## config.mk

```make
export PLATFORM = sky130hd
export DESIGN_NAME = rojo_colorizer
export DESIGN_NICKNAME = d
export VERILOG_FILES = /design/src/rtl/rojo_colorizer.sv
export SDC_FILE = /design/constraint.sdc
export NUM_CORES = 1
export LEC_CHECK = 0
export ABC_AREA = 0
export BUFFER_PORTS_ARGS = -buffer_cell sky130_fd_sc_hd__buf_2
export CORE_AREA = 8 8 53 55
export CTS_BUF_LIST = sky130_fd_sc_hd__clkbuf_4
export CTS_CLUSTER_DIAMETER = 30
export DETAILED_ROUTE_END_ITERATION = 8
export DIE_AREA = 0 0 61 63
export PLACE_DENSITY = 0.74
export SYNTH_ARGS = -nofsm -noshare
export SYNTH_HDL_FRONTEND = slang
export SYNTH_SLANG_ARGS = --single-unit
```

## constraint.sdc

```tcl
create_clock -name clk -period 1.4 [get_ports clk]
set_input_delay 0.28 -clock clk [delete_from_list [all_inputs] [get_ports clk]]
set_output_delay 0.28 -clock clk [all_outputs]
set_load 0.02 [all_outputs]
```

## src/rtl/rojo_colorizer.sv

```systemverilog
// rojo_colorizer: final pixel colour stage for the robot-world display.
// Delays the pixel timing/world-map signals to line up with the lagging robot
// icon stream, then selects blank / icon / palette colour in one registered stage.
// Optional build macro: ROJO_COLORIZER_PALETTE_WR_EN enables runtime palette writes;
// without it the palette is fixed at the COLOR_* parameters and pal_* are ignored.

module rojo_colorizer #(
  parameter int unsigned ICON_LATENCY = 1,
  parameter logic [11:0] COLOR_BG     = 12'hFFF,
  parameter logic [11:0] COLOR_LINE   = 12'h001,
  parameter logic [11:0] COLOR_OBST   = 12'hF00,
  parameter logic [11:0] COLOR_RSVD   = 12'h0F0
) (
  input  logic        clk,
  input  logic        reset,
  input  logic        video_on,
  input  logic        hsync_in,
  input  logic        vsync_in,
  input  logic [1:0]  world_pixel,
  input  logic [11:0] icon,
  input  logic        pal_we,
  input  logic [1:0]  pal_addr,
  input  logic [11:0] pal_wdata,
  output logic [11:0] rgb_out,
  output logic        hsync_out,
  output logic        vsync_out
);

  // Pixel-timing signals after the ICON_LATENCY alignment delay
  logic       dly_video;
  logic       dly_hsync;
  logic       dly_vsync;
  logic [1:0] dly_world;

  logic [11:0] palette [4];

  logic [11:0] rgb_d, rgb_q;
  logic        hsync_q, vsync_q;

  if (ICON_LATENCY == 0) begin : g_passthru
    assign dly_video = video_on;
    assign dly_hsync = hsync_in;
    assign dly_vsync = vsync_in;
    assign dly_world = world_pixel;
  end else begin : g_delay
    logic [ICON_LATENCY-1:0]      video_q;
    logic [ICON_LATENCY-1:0]      hsync_q_pipe;
    logic [ICON_LATENCY-1:0]      vsync_q_pipe;
    logic [ICON_LATENCY-1:0][1:0] world_q;

    // Shift pipeline; resets to a blanked, sync-idle pixel so no stale data leaks out
    always_ff @(posedge clk or posedge reset) begin
      if (reset) begin
        video_q      <= '0;
        hsync_q_pipe <= '1;
        vsync_q_pipe <= '1;
        world_q      <= '0;
      end else begin
        video_q[0]      <= video_on;
        hsync_q_pipe[0] <= hsync_in;
        vsync_q_pipe[0] <= vsync_in;
        world_q[0]      <= world_pixel;
        for (int unsigned i = 1; i < ICON_LATENCY; i++) begin
          video_q[i]      <= video_q[i-1];
          hsync_q_pipe[i] <= hsync_q_pipe[i-1];
          vsync_q_pipe[i] <= vsync_q_pipe[i-1];
          world_q[i]      <= world_q[i-1];
        end
      end
    end

    assign dly_video = video_q[ICON_LATENCY-1];
    assign dly_hsync = hsync_q_pipe[ICON_LATENCY-1];
    assign dly_vsync = vsync_q_pipe[ICON_LATENCY-1];
    assign dly_world = world_q[ICON_LATENCY-1];
  end

`ifdef ROJO_COLORIZER_PALETTE_WR_EN
  // Writable palette; a lookup in the write cycle still sees the old entry
  always_ff @(posedge clk or posedge reset) begin
    if (reset) begin
      palette[0] <= COLOR_BG;
      palette[1] <= COLOR_LINE;
      palette[2] <= COLOR_OBST;
      palette[3] <= COLOR_RSVD;
    end else if (pal_we) begin
      palette[pal_addr] <= pal_wdata;
    end
  end
`else
  logic unused_pal_inputs;
  assign unused_pal_inputs = ^{pal_we, pal_addr, pal_wdata};

  // Fixed palette
  always_comb begin
    palette[0] = COLOR_BG;
    palette[1] = COLOR_LINE;
    palette[2] = COLOR_OBST;
    palette[3] = COLOR_RSVD;
  end
`endif

  // Colour select: blank outside active video, opaque icon wins over the map
  always_comb begin
    rgb_d = 12'h000;
    if (dly_video) begin
      rgb_d = (icon != 12'h000) ? icon : palette[dly_world];
    end
  end

  // Output register; syncs ride alongside so they stay aligned with rgb_out
  always_ff @(posedge clk or posedge reset) begin
    if (reset) begin
      rgb_q   <= 12'h000;
      hsync_q <= 1'b1;
      vsync_q <= 1'b1;
    end else begin
      rgb_q   <= rgb_d;
      hsync_q <= dly_hsync;
      vsync_q <= dly_vsync;
    end
  end

  assign rgb_out   = rgb_q;
  assign hsync_out = hsync_q;
  assign vsync_out = vsync_q;

endmodule

```

==> impl_metrics.env, run 1 <==
export IMPL_status="finished with violations"
export IMPL_violations="negative setup slack"
export IMPL_clkTransAtPathRegs_ps=110
export IMPL_rsz0062_at_grt="true"
export IMPL_rr_worst_depth=5
export IMPL_synth_cells=47
export IMPL_core_region_area_um2=2060
export IMPL_drt_total_wl_mm=1.60
export IMPL_power_mw=1.01
export IMPL_hold_path_startpoint="vsync_in"
export IMPL_rr_endpoint="rgb_out[8]"
export IMPL_setup_tns_ps=-161
export IMPL_ctsRootBufferMaster="clkbuf_4"
export IMPL_gr_usage_all_layers_pct=9.09
export IMPL_grt_pass1_wl_mm=2.58
export IMPL_clk_latency_ps=290
export IMPL_syn_to_final_growth_pct=44.2
export IMPL_crit_arrival_ps=1640
export IMPL_cp_end_kind="flip-flop"
export IMPL_slew_headroom_pct=73.0
export IMPL_finalCritPeriodShare_pct=103
export IMPL_rrSetupSlack_ps=-50
export IMPL_dp_hpwl_mm=1.31
export IMPL_start_kind="flip-flop"
export IMPL_hold_path_end="dly_vsync"
export IMPL_num_vias=535
export IMPL_die_w_um=61
export IMPL_peakVddDrop_mv=0.555
export IMPL_postRouteAntennaNets=0
export IMPL_hold_path_class="input port to flip-flop"
export IMPL_drc=0
export IMPL_wl_per_cell_um=13.3
export IMPL_drtIter0Drc=3
export IMPL_start_util_pct=34.3
export IMPL_final_nets=129
export IMPL_p_leak_nw=0.515
export IMPL_ys_types=12
export IMPL_slowest_stage="dfrtp_1"
export IMPL_die_area_um2=3840
export IMPL_syn_area_um2=707
export IMPL_post_drt_via_cell_ratio=4.46
export IMPL_grt_overflow_total=0
export IMPL_regToRegStartpoint="dly_world[1]"
export IMPL_power_density_nw_per_um2=987
export IMPL_skew_ps=4.90
export IMPL_max_freq_mhz=692
export IMPL_cap_violations=0
export IMPL_crit_chain="inv_1, ha_2, or2_4, o41a_1, o21a_1"
export IMPL_cp_buffers_inverters=1
export IMPL_ys_warn_count=0
export IMPL_first_pass_iters=3
export IMPL_seq_area_frac_synth_pct=68.0
export IMPL_cts_buffer_depth=2
export IMPL_cts_made_buffers=3
export IMPL_ios=48
export IMPL_worst_slack_ps=-45.6
export IMPL_holdWs_ps=79.4
export IMPL_numClockSinks=19
export IMPL_synth_nets=83
export IMPL_path_delay_family="compound AO/OA/AOI/OAI gates"
export IMPL_antenna_found_initial=0
export IMPL_die_h_um=63
export IMPL_grt_pass1_vias=611
export IMPL_drive_above_1_share_pct=64.1
export IMPL_tightest_slew_ps=405
export IMPL_grt_max_degree=13
export IMPL_critPathMaxFanout=4
export IMPL_row_count=17
export IMPL_slew_violations=0
export IMPL_syn_avg_cell_area_um2=15.0
export IMPL_cpPeakStageDelay_ps=390
export IMPL_cp_required_ps=1590
export IMPL_finalCriticalPeriod_ps=1450
export IMPL_finalSetupViolCount=4
export IMPL_min_path_cells=1
export IMPL_cts_tree="done"
export IMPL_gp_congestion=0.716
export IMPL_place_ws_ps=-321
export IMPL_htree_num_levels=1
export IMPL_synth_seq_cells=19
export IMPL_port_buffers=32
export IMPL_antenna_diode_count=0
export IMPL_hold_violations=0
export IMPL_crit_type="flip-flop to flip-flop"
[report_power, final]
part | total, mW | leakage (nW) | switching (mW) | internal, mW
combinational | 0.148 | 0.266 | 0.0801 | 0.0681
sequential | 0.588 | 0.232 | 0.00763 | 0.581
clock | 0.271 | 0.0177 | 0.164 | 0.106
[sequential cells by signal, indices dropped and copies added (netlist names)]
register	count
rgb_out	12
dly_video	1
dly_world	2
dly_vsync	1
vsync_out	1
dly_hsync	1
hsync_out	1
[synthesized netlist by cell type]
cell	count	share of area, %
buf_1	1	0.53
nor4_2	2	3.5
dfrtp_1	15	53
nor4_1	1	0.89
ha_1	2	3.5
or2_2	1	0.89
o21a_1	12	13
inv_1	4	2.1
dfstp_2	4	15
or4_4	3	4.8
o41a_1	1	1.6
nor3_2	1	1.4
[worst max-delay path by stage]
stage | start | to | depth (start not counted)
floorplan | icon[7] | rgb_out[10] | 3
global placement | icon[7] | rgb_out[9] | 4
CTS | dly_world[1] | rgb_out[8] | 5
finish | dly_world[1] | rgb_out[8] | 5
global route | dly_world[1] | rgb_out[8] | 5
detailed placement | icon[7] | rgb_out[8] | 4
[stage by stage]
stage | util (%) | std cells | cell area (um^2)
6_report | 49.4 | 120 | 1020
5_1_grt | 49.4 | 120 | 1020
4_1_cts | 49.0 | 120 | 1010
3_5_place_dp | 46.8 | 115 | 966
3_3_place_gp | 46.8 | 115 | 966
2_1_floorplan | - | 47 | 707
[cell usage in the layout (no fill, tap or decap), drive strengths merged]
cell type / count
clkinv: 1
inv: 4
nor3: 1
buf: 41
or4: 3
o21a: 12
or2: 1
dlygate4sd3: 1
ha: 2
nor4: 3
dfstp: 4
o41a: 1
dfrtp: 15
clkbuf: 3
[final cells by class]
type,instances,area [um^2]
multi-input combinational,23,224
clock inverter,1,5.00
tap,28,35.0
clock buffer,3,22.5
timing repair buffer,42,238
sequential,19,480
inverter,4,15.0
fill,194,1040
[cell families after synthesis]
kind of cell / count (synthesis) / share of synthesized area, %
flip-flops: 19 / 68.0
AO/OA/AOI/OAI: 13 / 14.3
AND/OR/NAND/NOR: 8 / 11.5
buffers and inverters: 5 / 2.65
adder cells (fa/ha/maj): 2 / 3.54
[repair_timing]
action / CTS / global route
endpoints found under the setup margin: 4 / 9
buffers inserted: 0 / 0
endpoints found under the hold margin: 7 / 0
hold buffers: 1 / 0
resized for setup: 3 / 2
pin swaps: 2 / 0
[metal layers]
layer  vias to the layer above  wire [um]  GRT usage [%]
li1                        256          -              -
met1                       257        543           8.45
met2                        18        869           15.7
met3                         4        138           2.47
met4                         0         46           7.00
met5                         -          0              0
No activity file was read; power rests on OpenSTA's default activity.
==> run 2, diff against run 1 <==
ABC_AREA = 1   (was 0)
CORE_AREA = 8 8 54 56   (was 8 8 53 55)
DIE_AREA = 0 0 62 64   (was 0 0 61 63)
==> run 2 against run 1 <==
Against the previous run:
- critical endpoint is now vsync_out
- sequential share of layout area grew 2.0 points
- via count up 9.2%
- sequential power hardly changed
- final cell count increased by 13%
- first-iteration DRC count up 100%
- setup slack better by 180 ps
- the run now ends clean
==> impl_metrics.env, run 2 <==
export IMPL_status="complete, no violations"
export IMPL_ctsRootBufferMaster="clkbuf_4"
export IMPL_synth_nets=107
export IMPL_ys_flop_type="dfrtp_1"
export IMPL_syn_area_um2=754
export IMPL_start_kind="flip-flop"
export IMPL_slew_violations=0
export IMPL_syn_avg_cell_area_um2=10.6
export IMPL_slew_headroom_pct=77.1
export IMPL_grt_pass1_vias=558
export IMPL_cp_end_kind="output pin"
export IMPL_cp_buffers_inverters=1
export IMPL_peakVddDrop_mv=0.382
export IMPL_largest_reg_flops=12
export IMPL_ys_warn_count=0
export IMPL_finalSetupViolCount=0
export IMPL_synth_seq_cells=19
export IMPL_cts_resized_gates=0
export IMPL_wl_per_cell_um=11.8
export IMPL_skew_ps=5.60
export IMPL_max_freq_mhz=793
export IMPL_cts_buffer_depth=2
export IMPL_grt_max_degree=13
export IMPL_drtIter0Drc=6
export IMPL_dp_hpwl_mm=1.29
export IMPL_first_pass_iters=3
export IMPL_use_met3_pct=2.20
export IMPL_ys_top_cells_by_area="dfrtp_1 (50%), dfstp_2 (14%), nor2_1 (9.0%), a21oi_1 (7.3%), buf_6 (4.5%)"
export IMPL_die_h_um=64
export IMPL_antenna_diode_count=0
export IMPL_postRouteAntennaNets=0
export IMPL_htree_num_levels=1
export IMPL_antenna_found_initial=0
export IMPL_core_region_area_um2=2110
export IMPL_design_area_um2=978
export IMPL_finalNonFillerCells=136
export IMPL_place_ws_ps=127
export IMPL_netlist_area_leader_share_pct=49.8
export IMPL_die_area_um2=3970
export IMPL_netSwitchingFraction_pct=26.3
export IMPL_row_count=17
export IMPL_p_leak_nw=0.518
export IMPL_intPower_mw=0.741
export IMPL_postCtsSetupBuffers=0
export IMPL_rsz0062_at_grt="false"
export IMPL_yosysMostFrequentCell="nor2_1"
export IMPL_top_usage_layer="met2"
export IMPL_seq_area_frac_synth_pct=63.7
export IMPL_clk_latency_ps=300
export IMPL_syn_to_final_growth_pct=29.7
export IMPL_p_comb_share_pct=13.4
export IMPL_clkTransAtPathRegs_ps=110
export IMPL_cts_tree="done"
export IMPL_ys_types=13
export IMPL_switching_power_mw=0.264
export IMPL_setup_tns_ps=0
export IMPL_fill_cells=208
export IMPL_post_drt_via_cell_ratio=4.29
export IMPL_path_delay_family="flip-flops"
export IMPL_hold_path_class="input port to flip-flop"
export IMPL_worst_slack_ps=138
export IMPL_final_common_cell="buf_2"
export IMPL_synth_largest_area_cell="dfrtp_1"
export IMPL_dpl_cell_count=131
export IMPL_placed_area_um2=938
export IMPL_synth_cells=71
export IMPL_regArea_um2=480
export IMPL_start_util_pct=35.8
export IMPL_async_flop_share_pct=100
export IMPL_critPathMaxFanout=1
export IMPL_cp_required_ps=1120
export IMPL_cts_made_buffers=3
export IMPL_crit_chain="buf_2"
export IMPL_cts_hold_buf=1
export IMPL_synth_edf_count=0
export IMPL_cap_violations=0
export IMPL_met2_usage_pct=11.8
export IMPL_gr_usage_all_layers_pct=7.99
export IMPL_die_w_um=62
export IMPL_drc=0
export IMPL_slowest_stage="dfstp_2"
export IMPL_multi_input_area_um2=218
export IMPL_finalCritPeriodShare_pct=90.1
export IMPL_crit_type="flip-flop to output pin"
export IMPL_num_vias=584
export IMPL_synthTopCellsByCount="nor2_1 (18), dfrtp_1 (15), a21oi_1 (11)"
export IMPL_grt_overflow_total=0
export IMPL_port_buffers=32
export IMPL_grt_pass1_wl_mm=2.39
export IMPL_final_cell_mix="buf_2 (32), nor2_1 (18), dfrtp_1 (15)"
export IMPL_crit_arrival_ps=980
export IMPL_clkPwrFrac_pct=28.1
export IMPL_cpPeakStageDelay_ps=530
export IMPL_use_met1_pct=9.79
export IMPL_ios=48
export IMPL_drive_above_1_share_pct=42.6
export IMPL_finalCriticalPeriod_ps=1260
export IMPL_tightest_slew_ps=343
export IMPL_hold_violations=0
export IMPL_final_nets=145
export IMPL_numClockSinks=19
export IMPL_drt_total_wl_mm=1.60
export IMPL_gp_congestion=0.786
export IMPL_power_density_nw_per_um2=1030
export IMPL_seqPwrFrac_pct=58.5
## run 2: cell count changes after synthesis, moves of 2 or more
cell	before	now
inv_1	4	6
o21a_1	12	0
nand2_1	0	5
a21oi_1	0	11
buf_6	0	3
nand3_1	0	3
nor2_1	0	18
or4_4	3	0
nor4_2	2	0
## run 2: layer usage
metal	wire (um)	share of wire [%]
met5	0	0
met4	30	1.9
met3	213	13
met2	724	45
met1	633	40
## run 2: final timing paths
path / start / end / slack [ps] / cells past startpoint
max: vsync_out / vsync_out / 140 / 1
max in group asynchronous: reset / rgb_out[11] / 470 / 4
min: vsync_in / dly_vsync / 60 / 1
min reg2reg: dly_hsync / hsync_out / 360 / 0
min in group asynchronous: reset / dly_world[0] / 470 / 3
max reg2reg: dly_world[1] / rgb_out[8] / 270 / 6
## run 2: power groups by stage
stage               Clock [mW]  Sequential, mW  Combinational, mW
floorplan                    0           0.627             0.0463
global placement             0           0.598              0.132
detailed placement           0           0.599              0.136
CTS                      0.296           0.589              0.138
global route             0.325           0.591              0.150
finish                   0.282           0.589              0.135
## run 2: through the flow
| step | total power [mW] | util (%) | hold slack [ps] |
|---|---|---|---|
| after floorplan | 0.673 | - | 228 |
| after global placement | 0.730 | 44.6 | 247 |
| after detailed placement | 0.735 | 44.6 | 262 |
| after CTS | 1.02 | 46.5 | 53.6 |
| after global routing | 1.07 | 46.5 | 33.4 |
| final | 1.01 | 46.5 | 62.9 |
## run 2: cell families after synthesis
kind of cell	count (synthesis)	share of synthesized area, %
buffers and inverters	9	7.46
adder cells (fa/ha/maj)	2	3.32
AO/OA/AOI/OAI	12	8.46
flip-flops	19	63.7
AND/OR/NAND/NOR	29	17.1
## run 2: area by class of cell
class	instances	area share, %
Multi-Input combinational cell	43	22.3
Inverter	6	2.30
Sequential cell	19	49.1
Timing Repair Buffer	36	19.7
Tap cell	28	3.58
Clock buffer	3	2.30
Clock inverter	1	0.767
